## config.mk

```make
export PLATFORM = sky130hd
export DESIGN_NAME = gemv_quant_datapath_flat
export DESIGN_NICKNAME = d
export VERILOG_FILES = /design/src/rtl/gemv_quant_datapath_pkg.sv /design/src/rtl/gemv_quant_datapath_if.sv /design/src/rtl/gemv_quant_datapath_quantizer_stage3.sv /design/src/rtl/gemv_quant_datapath.sv /design/src/flat_wrapper.sv
export SDC_FILE = /design/constraint.sdc
export NUM_CORES = 2
export LEC_CHECK = 0
export ABC_AREA = 1
export CELL_PAD_IN_SITES_DETAIL_PLACEMENT = 2
export CELL_PAD_IN_SITES_GLOBAL_PLACEMENT = 2
export CORE_MARGIN = 4
export CORE_UTILIZATION = 27
export CTS_CLUSTER_SIZE = 20
export DETAILED_ROUTE_END_ITERATION = 7
export GPL_TIMING_DRIVEN = 1
export PLACE_DENSITY_LB_ADDON = 0.1
export SLEW_MARGIN = 5
export SYNTH_ARGS = -nofsm -noshare
export SYNTH_HDL_FRONTEND = slang
export SYNTH_HIERARCHICAL = 1
export SYNTH_SLANG_ARGS = --single-unit
```

## constraint.sdc

```tcl
create_clock -name clk -period 16.4 [get_ports clk]
set_input_delay 3.28 -clock clk [delete_from_list [all_inputs] [get_ports clk]]
set_output_delay 3.28 -clock clk [all_outputs]
set_load 0.01 [all_outputs]
```

## src/rtl/gemv_quant_datapath_pkg.sv

```systemverilog
`default_nettype none
// ============================================================================
// Package   : gemv_pkg
// Purpose   : Shared widths, fixed-point constants and scale FSM encoding
//             for the GEMV arithmetic datapath.
// Revision  : 1.0 - initial release
// ============================================================================
package gemv_pkg;

  localparam int DATA_WIDTH = 8;
  localparam int PROD_WIDTH = 2 * DATA_WIDTH;
  localparam int ACC_WIDTH  = 32;
  localparam int MUL_WIDTH  = 2 * ACC_WIDTH;
  localparam int FRAC_BITS  = 16;
  localparam int QMAX       = 127;
  localparam int CNT_W      = $clog2(ACC_WIDTH);

  typedef enum logic [1:0] {
    S_IDLE = 2'd0,
    S_DIV  = 2'd1,
    S_DONE = 2'd2
  } scale_state_e;

endpackage
`default_nettype wire

```

## src/rtl/gemv_quant_datapath_if.sv

```systemverilog
`default_nettype none
// ============================================================================
// Interface : gemv_quant_datapath_if
// Purpose   : Port bundle between the GEMV controller (master) and the
//             arithmetic datapath (slave): PE lane, scale calculator and
//             requantizer groups.
// Revision  : 1.0 - initial release
// ============================================================================
interface gemv_quant_datapath_if
  import gemv_pkg::*;
();

  // PE lane
  logic signed [DATA_WIDTH-1:0] pe_w;
  logic signed [DATA_WIDTH-1:0] pe_x;
  logic signed [PROD_WIDTH-1:0] pe_y;

  // Reciprocal-scale calculator
  logic                         scale_start;
  logic signed [ACC_WIDTH-1:0]  max_abs;
  logic signed [ACC_WIDTH-1:0]  reciprocal_scale;
  logic                         scale_ready;

  // Requantizer
  logic                         quant_valid_in;
  logic signed [ACC_WIDTH-1:0]  quant_int32;
  logic signed [DATA_WIDTH-1:0] quant_int8;
  logic                         quant_valid_out;

  modport master (
    output pe_w, pe_x, scale_start, max_abs, quant_valid_in, quant_int32,
    input  pe_y, reciprocal_scale, scale_ready, quant_int8, quant_valid_out
  );

  modport slave (
    input  pe_w, pe_x, scale_start, max_abs, quant_valid_in, quant_int32,
    output pe_y, reciprocal_scale, scale_ready, quant_int8, quant_valid_out
  );

endinterface
`default_nettype wire

```

## src/rtl/gemv_quant_datapath_quantizer_stage3.sv

```systemverilog
`default_nettype none
// ============================================================================
// Module    : quantizer_stage3
// Purpose   : Back end of the requantizer: rounds the Q.FRAC_BITS product
//             half away from zero, then saturates to [-QMAX, QMAX].
//             Two register stages (pipeline stages 2 and 3).
// Revision  : 1.0 - initial release
// ============================================================================
module quantizer_stage3
  import gemv_pkg::*;
(
  input  wire                         clk,
  input  wire                         rst,
  input  wire                         i_valid,
  input  wire signed [MUL_WIDTH-1:0]  i_prod,
  output logic                        o_valid,
  output logic signed [DATA_WIDTH-1:0] o_q
);

  localparam logic [MUL_WIDTH-1:0] c_half = MUL_WIDTH'(1) << (FRAC_BITS - 1);

  logic                  w_neg;
  logic [MUL_WIDTH-1:0]  w_mag;
  logic [MUL_WIDTH-1:0]  r_mag;
  logic                  r_neg;
  logic                  r_v2;
  logic [DATA_WIDTH-1:0] w_sat_mag;
  logic signed [DATA_WIDTH-1:0] r_q;
  logic                  r_v3;

  // Sign/magnitude split; |p| never reaches 2^63 since both factors are 32b
  assign w_neg = i_prod[MUL_WIDTH-1];
  assign w_mag = w_neg ? MUL_WIDTH'(-i_prod) : MUL_WIDTH'(i_prod);

  // Clamp the rounded magnitude; symmetric range so -128 is never produced
  assign w_sat_mag = (r_mag > MUL_WIDTH'(QMAX)) ? DATA_WIDTH'(QMAX)
                                                : r_mag[DATA_WIDTH-1:0];

  // Stage 2: round magnitude half away from zero, carry sign alongside
  always_ff @(posedge clk or posedge rst) begin
    if (rst) begin
      r_mag <= '0;
      r_neg <= 1'b0;
      r_v2  <= 1'b0;
    end else begin
      r_mag <= (w_mag + c_half) >> FRAC_BITS;
      r_neg <= w_neg;
      r_v2  <= i_valid;
    end
  end

  // Stage 3: saturate and reapply sign
  always_ff @(posedge clk or posedge rst) begin
    if (rst) begin
      r_q  <= '0;
      r_v3 <= 1'b0;
    end else begin
      r_q  <= r_neg ? DATA_WIDTH'(-w_sat_mag) : w_sat_mag;
      r_v3 <= r_v2;
    end
  end

  assign o_q     = r_q;
  assign o_valid = r_v3;

endmodule
`default_nettype wire

```

## src/rtl/gemv_quant_datapath.sv

```systemverilog
`default_nettype none
// ============================================================================
// Module    : gemv_quant_datapath
// Purpose   : GEMV arithmetic core: registered int8 PE multiplier,
//             sequential reciprocal-scale divider (QMAX<<FRAC_BITS / max_abs)
//             and a 3-stage int32->int8 requantizer.
// Revision  : 1.0 - initial release
// ============================================================================
module gemv_quant_datapath
  import gemv_pkg::*;
(
  input  wire                  clk,
  input  wire                  rst,
  gemv_quant_datapath_if.slave dp
);

  localparam logic [ACC_WIDTH-1:0] c_dividend = ACC_WIDTH'(QMAX) << FRAC_BITS;

  // ---------------------------------------------------------------- PE lane
  logic signed [PROD_WIDTH-1:0] r_pe_y;

  // Full-precision signed product, one cycle latency, no enable
  always_ff @(posedge clk or posedge rst) begin
    if (rst) r_pe_y <= '0;
    else     r_pe_y <= PROD_WIDTH'(dp.pe_w) * PROD_WIDTH'(dp.pe_x);
  end

  assign dp.pe_y = r_pe_y;

  // ------------------------------------------------------ scale calculator
  scale_state_e                r_state;
  scale_state_e                w_state_nxt;
  logic [ACC_WIDTH-1:0]        r_divisor;
  logic [ACC_WIDTH-1:0]        r_dvd;      // dividend shifts out, quotient shifts in
  logic [ACC_WIDTH-1:0]        r_rem;
  logic [CNT_W-1:0]            r_cnt;
  logic                        r_ready;
  logic signed [ACC_WIDTH-1:0] r_recip;
  logic [ACC_WIDTH:0]          w_trial;
  logic                        w_ge;
  logic [ACC_WIDTH-1:0]        w_rem_nxt;
  logic                        w_last;

  // Remainder stays below the divisor (< 2^31), so 32 bits plus one trial bit suffice
  assign w_trial   = {r_rem, r_dvd[ACC_WIDTH-1]};
  assign w_ge      = (w_trial >= {1'b0, r_divisor});
  assign w_rem_nxt = w_ge ? ACC_WIDTH'(w_trial - {1'b0, r_divisor})
                          : w_trial[ACC_WIDTH-1:0];
  assign w_last    = (r_cnt == CNT_W'(ACC_WIDTH - 1));

  // Scale FSM state register
  always_ff @(posedge clk or posedge rst) begin
    if (rst) r_state <= S_IDLE;
    else     r_state <= w_state_nxt;
  end

  // Scale FSM next state; a dropped request always returns to IDLE
  always_comb begin
    w_state_nxt = r_state;
    case (r_state)
      S_IDLE: if (dp.scale_start) w_state_nxt = S_DIV;
      S_DIV: begin
        if (!dp.scale_start) w_state_nxt = S_IDLE;
        else if (w_last)     w_state_nxt = S_DONE;
      end
      S_DONE: if (!dp.scale_start) w_state_nxt = S_IDLE;
      default: w_state_nxt = S_IDLE;
    endcase
  end

  // Restoring divider: one quotient bit per DIV clock, result latched on the last
  always_ff @(posedge clk or posedge rst) begin
    if (rst) begin
      r_divisor <= '0;
      r_dvd     <= '0;
      r_rem     <= '0;
      r_cnt     <= '0;
      r_ready   <= 1'b0;
      r_recip   <= '0;
    end else begin
      r_ready <= (w_state_nxt == S_DONE);
      if (r_state == S_IDLE && dp.scale_start) begin
        // Non-positive max_abs would divide by zero; treat it as 1
        r_divisor <= (dp.max_abs <= 0) ? ACC_WIDTH'(1) : dp.max_abs;
        r_dvd     <= c_dividend;
        r_rem     <= '0;
        r_cnt     <= '0;
      end else if (r_state == S_DIV) begin
        r_dvd <= {r_dvd[ACC_WIDTH-2:0], w_ge};
        r_rem <= w_rem_nxt;
        r_cnt <= r_cnt + CNT_W'(1);
        if (dp.scale_start && w_last) r_recip <= {r_dvd[ACC_WIDTH-2:0], w_ge};
      end
    end
  end

  assign dp.reciprocal_scale = r_recip;
  assign dp.scale_ready      = r_ready;

  // ------------------------------------------------------------ quantizer
  logic signed [MUL_WIDTH-1:0]  r_prod;
  logic                         r_v1;
  logic                         w_qvalid;
  logic signed [DATA_WIDTH-1:0] w_q;

  // Stage 1: scale the accumulator by the current reciprocal (64b signed)
  always_ff @(posedge clk or posedge rst) begin
    if (rst) begin
      r_prod <= '0;
      r_v1   <= 1'b0;
    end else begin
      r_prod <= MUL_WIDTH'(dp.quant_int32) * MUL_WIDTH'(r_recip);
      r_v1   <= dp.quant_valid_in;
    end
  end

  quantizer_stage3 u_stage3 (
    .clk     (clk),
    .rst     (rst),
    .i_valid (r_v1),
    .i_prod  (r_prod),
    .o_valid (w_qvalid),
    .o_q     (w_q)
  );

  assign dp.quant_int8      = w_q;
  assign dp.quant_valid_out = w_qvalid;

endmodule
`default_nettype wire

```

## src/flat_wrapper.sv

```systemverilog
// flat-port wrapper written by rule: the top's interface ports become plain ports
module gemv_quant_datapath_flat import gemv_pkg::*;
  (clk, rst, dp_pe_w, dp_pe_x, dp_scale_start, dp_max_abs, dp_quant_valid_in, dp_quant_int32, dp_pe_y, dp_reciprocal_scale, dp_scale_ready, dp_quant_int8, dp_quant_valid_out);
  gemv_quant_datapath_if dp_i ();
  input  wire clk;
  input  wire rst;
  input wire logic [$bits(dp_i.pe_w)-1:0] dp_pe_w;
  input wire logic [$bits(dp_i.pe_x)-1:0] dp_pe_x;
  input wire logic [$bits(dp_i.scale_start)-1:0] dp_scale_start;
  input wire logic [$bits(dp_i.max_abs)-1:0] dp_max_abs;
  input wire logic [$bits(dp_i.quant_valid_in)-1:0] dp_quant_valid_in;
  input wire logic [$bits(dp_i.quant_int32)-1:0] dp_quant_int32;
  output wire logic [$bits(dp_i.pe_y)-1:0] dp_pe_y;
  output wire logic [$bits(dp_i.reciprocal_scale)-1:0] dp_reciprocal_scale;
  output wire logic [$bits(dp_i.scale_ready)-1:0] dp_scale_ready;
  output wire logic [$bits(dp_i.quant_int8)-1:0] dp_quant_int8;
  output wire logic [$bits(dp_i.quant_valid_out)-1:0] dp_quant_valid_out;
  assign dp_i.pe_w = dp_pe_w;
  assign dp_i.pe_x = dp_pe_x;
  assign dp_i.scale_start = dp_scale_start;
  assign dp_i.max_abs = dp_max_abs;
  assign dp_i.quant_valid_in = dp_quant_valid_in;
  assign dp_i.quant_int32 = dp_quant_int32;
  assign dp_pe_y = dp_i.pe_y;
  assign dp_reciprocal_scale = dp_i.reciprocal_scale;
  assign dp_scale_ready = dp_i.scale_ready;
  assign dp_quant_int8 = dp_i.quant_int8;
  assign dp_quant_valid_out = dp_i.quant_valid_out;
  gemv_quant_datapath u_core (.clk(clk), .rst(rst), .dp(dp_i));
endmodule
```

-- Word-level counts from Yosys, hierarchy flattened
Cells that the tools add are included.
- magnitude comparators: 3
- reductions and logical operators: 5
- eq/ne operators: 4
- add/sub/neg operators: 5
- multiplexer cells: 16
- $mul: 2
- bitwise logic cells: 1
- operators by type and width (operator ; number):
    2-to-1 mux 32 bit ; 6
    adder 64 x 16 -> 64 bit (second input constant) ; 1
    multiplier 32 x 32 -> 64 bit ; 1
    2-to-1 mux 64 bit ; 1
    negation 64 bit ; 1
    greater-than comparator 48 x 7 -> 1 bit (second input constant) ; 1
    greater-or-equal comparator 33 x 32 -> 1 bit ; 1
    <= comparator 32 x 1 -> 1 bit (second input constant) ; 1
    subtractor 32 bit ; 1
    multiplier 8 x 8 -> 16 bit ; 1
    2-to-1 mux 8 bit ; 2
    2-to-1 mux 5 bit ; 2
    2-to-1 mux 2 bit ; 4
    negation 8 bit ; 1
    one-hot mux 2 bit (3 select lines) ; 1
    adder 5 x 1 -> 5 bit (second input constant) ; 1
    equality test 5 bit (second input constant) ; 1
    equality test 2 bit (second input constant) ; 2
    AND reduction 3 bit ; 1
    equality test 2 x 1 -> 1 bit (second input constant) ; 1
    logical AND 1 bit ; 2
    logical NOT 2 bit ; 1
    nonzero test 2 bit ; 1
    inverter 1 bit ; 1
- bits of input ports: 84
- output and inout bits: 58
- logic and storage cells: 51
- bits in registers: 276

-- Longest topological paths before layout
- depth after elaboration: 5
- gate-level depth with buffers: 31
- depth with buffers taken out: 29

-- Cells and area by module
Netlist, hierarchy kept.
- modules (own cells, without submodules) (module ; cells each ; instances ; sequential area each (um^2) ; area each (um^2)):
    gemv_quant_datapath ; 6566 ; 1 ; 5430.2 ; 51338.0
    quantizer_stage3 ; 958 ; 1 ; 1476.4 ; 5870.6

-- Least setup slack after synthesis
No wires, ideal clock.
- kind: in2reg
- start: input port dp_quant_int32[31]
- end: register u_core.r_prod[56]
- library setup time: 117 ps
- stages on the path: 25
- data required time: 16283 ps
- arrival time: 9823 ps
- buffers on the path: 1
- setup slack: 6460 ps
- cells stage by stage: clkbuf_1 nand2_1 inv_1 fa_1 inv_1 fa_1 inv_1 fa_1 fa_1 inv_1 fa_1 inv_1 fa_1 inv_1 fa_1 inv_1 fa_1 ha_1 nand2_1 nor2_1 inv_1 nor4_1 nand3_1 nand4_1 nand2_1
- cells in the longest elaborated chain, start to end: 1
- ends and longest elaborated chain (what ; line ; RTL):
    from (decl) ; flat_wrapper.sv:12 ; input wire logic [$bits(dp_i.quant_int32)-1:0] dp_quant_int32;
    multiplier 32 x 32 -> 64 bit ; gemv_quant_datapath.sv:112 ; r_prod <= MUL_WIDTH'(dp.quant_int32) * MUL_WIDTH'(r_recip);
    to (signal assigned) ; gemv_quant_datapath.sv:112 ;
    to (decl) ; gemv_quant_datapath.sv:101 ; logic signed [MUL_WIDTH-1:0] r_prod;
Every way passes these cells.
A chain may end at the register's enable or synchronous reset.

-- Worst setup path in the final report
Same ends and word-level chain as after synthesis.

==> summary.txt <==
Critical path
  – Worst path arrival time: 12.14 ns
  – Worst Path Class, Setup: input pin to flop
  – Worst EP required: 16.93 ns
  – CP cell instances: clkdlybuf4s50_1 -> buf_4 -> nand2_1 -> inv_1 -> fa_1 -> fa_1 -> fa_1 -> fa_1 -> inv_1 -> fa_1 -> inv_1 -> fa_1 -> inv_1 -> fa_1 -> inv_1 -> fa_1 -> ha_1 -> nand2_1 -> nor2_1 -> inv_1 -> nor4_1 -> nand3_1 -> nand4_1 -> nand2_1
  – Reg2reg path depth: 23
  – R2r setup slk: 7.42 ns
  – Setup crit end kind: flop
  – Crit Path Max Fanout: 32
  – FF-to-FF Start: u_core/dp.reciprocal_scale[2]
  – CP peak stage delay: 1.10 ns
  – Crit path max-delay cell type: fa_1
  – Reg-to-Reg End: u_core/r_prod[56]
  – Cell mode on critical path: fa_1
  – Crit path launch type: input pin

Worst hold path
  – HP Class: flop to flop
  – Hold Crit Start: u_core/r_v1
  – Hold EP: u_core/u_stage3/r_v2
  – Hold depth: 0

Drt
  – Routed Antenna Nets: 0
  – DR iter-0 viols: 1811
  – DRC viols: 0
  – Routed wire length: roughly 220 mm
  – Met3 routed WL: 4.76 mm
  – WL met1: 104 mm
  – Wire per inst: 21.1 um
  – Max Used Layer: met4
  – First drt pass iteration count: 5
  – Post-DR vias/cell: about 4.5
  – Met2 WL: 106 mm
  – Via count: 46700

Layout
  – Nets: 8971
  – Share of layout cells above drive strength 1: roughly 4%
  – Area grow syn2layout: 10.3%
  – Finished Cell Area: 63100 um2
  – Commonest non-fill, non-tap cell in the layout: inv_1
  – Fillers: roughly 25000
  – Most frequent cells in the layout: inv_1, nand2_1, fa_1

Clock tree
  – Reg clk slew, reported paths: 0.05 ns
  – # resized after CTS: 0
  – Clk root buf: clkbuf_16
  – Clock Tree Buf Depth: 3
  – Cts hold-fix bufs: 0
  – Postcts setup bufs: 0
  – Cts bufs inserted: 42
  – CTS tree: yes
  – H-tree Lvls: 2
  – Later-pin clock latency in the skew report: 0.64 ns
  – Clock Sinks: between 200 and 300

STA
  – Unrepaired setup endpoints after global routing: false
  – Number of hold violations in the final report: 0
  – Period minus WS final: 11.61 ns
  – Hold WS: 0.345 ns
  – Final Max Slew Viols: 0
  – Max-slew headroom: 24.1%
  – Setup Viol. Count Final: 0
  – Post-route setup TNS: 0 ns
  – F_max: 0.0861 GHz
  – Worst Tran Pin Value: 1.14 ns
  – Final critical-path share of the clock period: 70.8%
  – Final clock skew: roughly 0.025 ns

Yosys
  – Synth async-reset ratio: 100%
  – Mapped Area: 57200 um2
  – Sequential element share of the synthesized area: 12.1%
  – Cells after Synth: 7524
  – Ys Warns: 6
  – Ranking of synthesized cells by area: fa_1, inv_1, nand2_1
  – Number of synthesized flops with an enable pin: 0
  – Distinct cells, synth: 47
  – Syn Area/Cell: 7.60 um2
  – Top cell type's share of synthesized area: between 30% and 40%
  – Seq cells post-synth: ~280
  – Top_reg_cell synth: dfrtp_1
  – Synth Net Count: 8995
  – Yosys top cell by area: fa_1

Placement
  – Port buffer count: 141
  – RePlAce Congestion: 0.850
  – DP Area: 61600 um2
  – DP HPWL: 182 mm

Run
  – Max-Cap Viols: 0

Die
  – Die X: 468 um
  – Core Area: 210000 um2
  – Full die area: around 220000 um2
  – Placement Rows: 168
  – Initial Utilization: 27.2%
  – Ports: 142
  – Die height: ~470 um

Status
  – Status: complete, no violations

GRT
  – Largest net degree at the start of global routing: 71
  – Number of global-route vias before repair: 55000
  – Grt ovf: 0
  – Initial antenna violation count: 2
  – First-pass GRT wire length: 341 mm
  – All-Layer GR Usage: 20.3%
layer usage:
| metal | up-vias | GRT usage, % |
|---|---|---|
| met1 | 24800 | 28.3 |
| met2 | 439 | 35.2 |
| met5 | - | 0 |
| met4 | 0 | 2.91 |
| met3 | 124 | 1.49 |
| li1 | 21300 | - |
registers in the layout, indices dropped and copies added, names as in the netlist:
signal,count
u_core/r_cnt,5
u_core/r_state,2
u_core/u_stage3/r_v2,1
u_core/r_prod,64
u_core/r_v1,1
u_core/r_dvd,32
u_core/u_stage3/o_valid,1
u_core/u_stage3/r_mag,48
u_core/dp.scale_ready,1
u_core/u_stage3/o_q,8
u_core/u_stage3/r_neg,1
u_core/r_rem,32
u_core/dp.pe_y,16
u_core/dp.reciprocal_scale,32
u_core/r_divisor,32
worst max path at each step:
stage                                   from                end  slack [ns]  depth (start not counted)
after global placement    dp_quant_int32[31]  u_core/r_prod[56]        4.16                         24
after global routing      dp_quant_int32[31]  u_core/r_prod[56]        4.35                         25
after floorplan           dp_quant_int32[31]  u_core/r_prod[56]        6.46                         25
after CTS                 dp_quant_int32[31]  u_core/r_prod[56]        4.75                         24
after detailed placement  dp_quant_int32[31]  u_core/r_prod[56]        4.06                         24
final                     dp_quant_int32[31]  u_core/r_prod[56]        4.79                         24
cells in the mapped netlist, types with 11 or more instances:
cell,n
nand2_1,2080
nand2_2,46
clkbuf_1,254
dfrtp_1,276
nor2_1,391
nand4_1,56
nor3_1,26
nor2_2,36
buf_2,20
nand3_1,244
xnor2_1,49
nor2_4,11
ha_1,249
nor4_1,16
inv_1,2131
xor2_1,69
or2_2,16
o21ai_0,133
fa_1,1138
o22ai_1,55
a21oi_1,119
nand3b_1,23
cell families (layout without fill, tap and decap cells):
family / count (synthesis) / after routing / share of synthesized area, %
AOI/OAI and AO/OA: 333 / 333 / 3.14
xor gates and xnor gates: 119 / 119 / 1.85
adders and majority gates: 1387 / 1387 / 45.3
buffers and inverters: 2427 / 2437 / 16.0
DFF: 276 / 276 / 12.1
other: 0 / 1 / 0
and+or+nand+nor: 2982 / 2982 / 21.6
area by class of cell:
type | instances | area, um2 | share of cell area, %
multi-input combinational | 4821 | 41200 | 65.2
inverter | 2143 | 8050 | 12.8
sequential | 276 | 6910 | 10.9
tap | 2805 | 3510 | 5.56
timing repair buffer | 216 | 1960 | 3.11
clock buffer | 58 | 1200 | 1.91
clock inverter | 20 | 292 | 0.462
antenna | 1 | 2.50 | 0.00397
critical path, delay by kind of cell:
family,cells,cell delay (ns)
AND/OR/NAND/NOR,7,1.67
buffers and inverters,8,1.71
adder cells (fa/ha/maj),9,5.39
through the flow:
stage                     worst slack (ns)  std cells  util (%)
after floorplan                       6.46       7524         -
after global placement                4.16      10300      29.3
after detailed placement              4.06      10300      29.3
after CTS                             4.75      10300      30.0
after global routing                  4.35      10300      30.0
final                                 4.79      10300      30.0
Power is left out: the tool's default activity adds up to more than one toggle a clock period on the data nets, which glitch-free logic cannot reach.
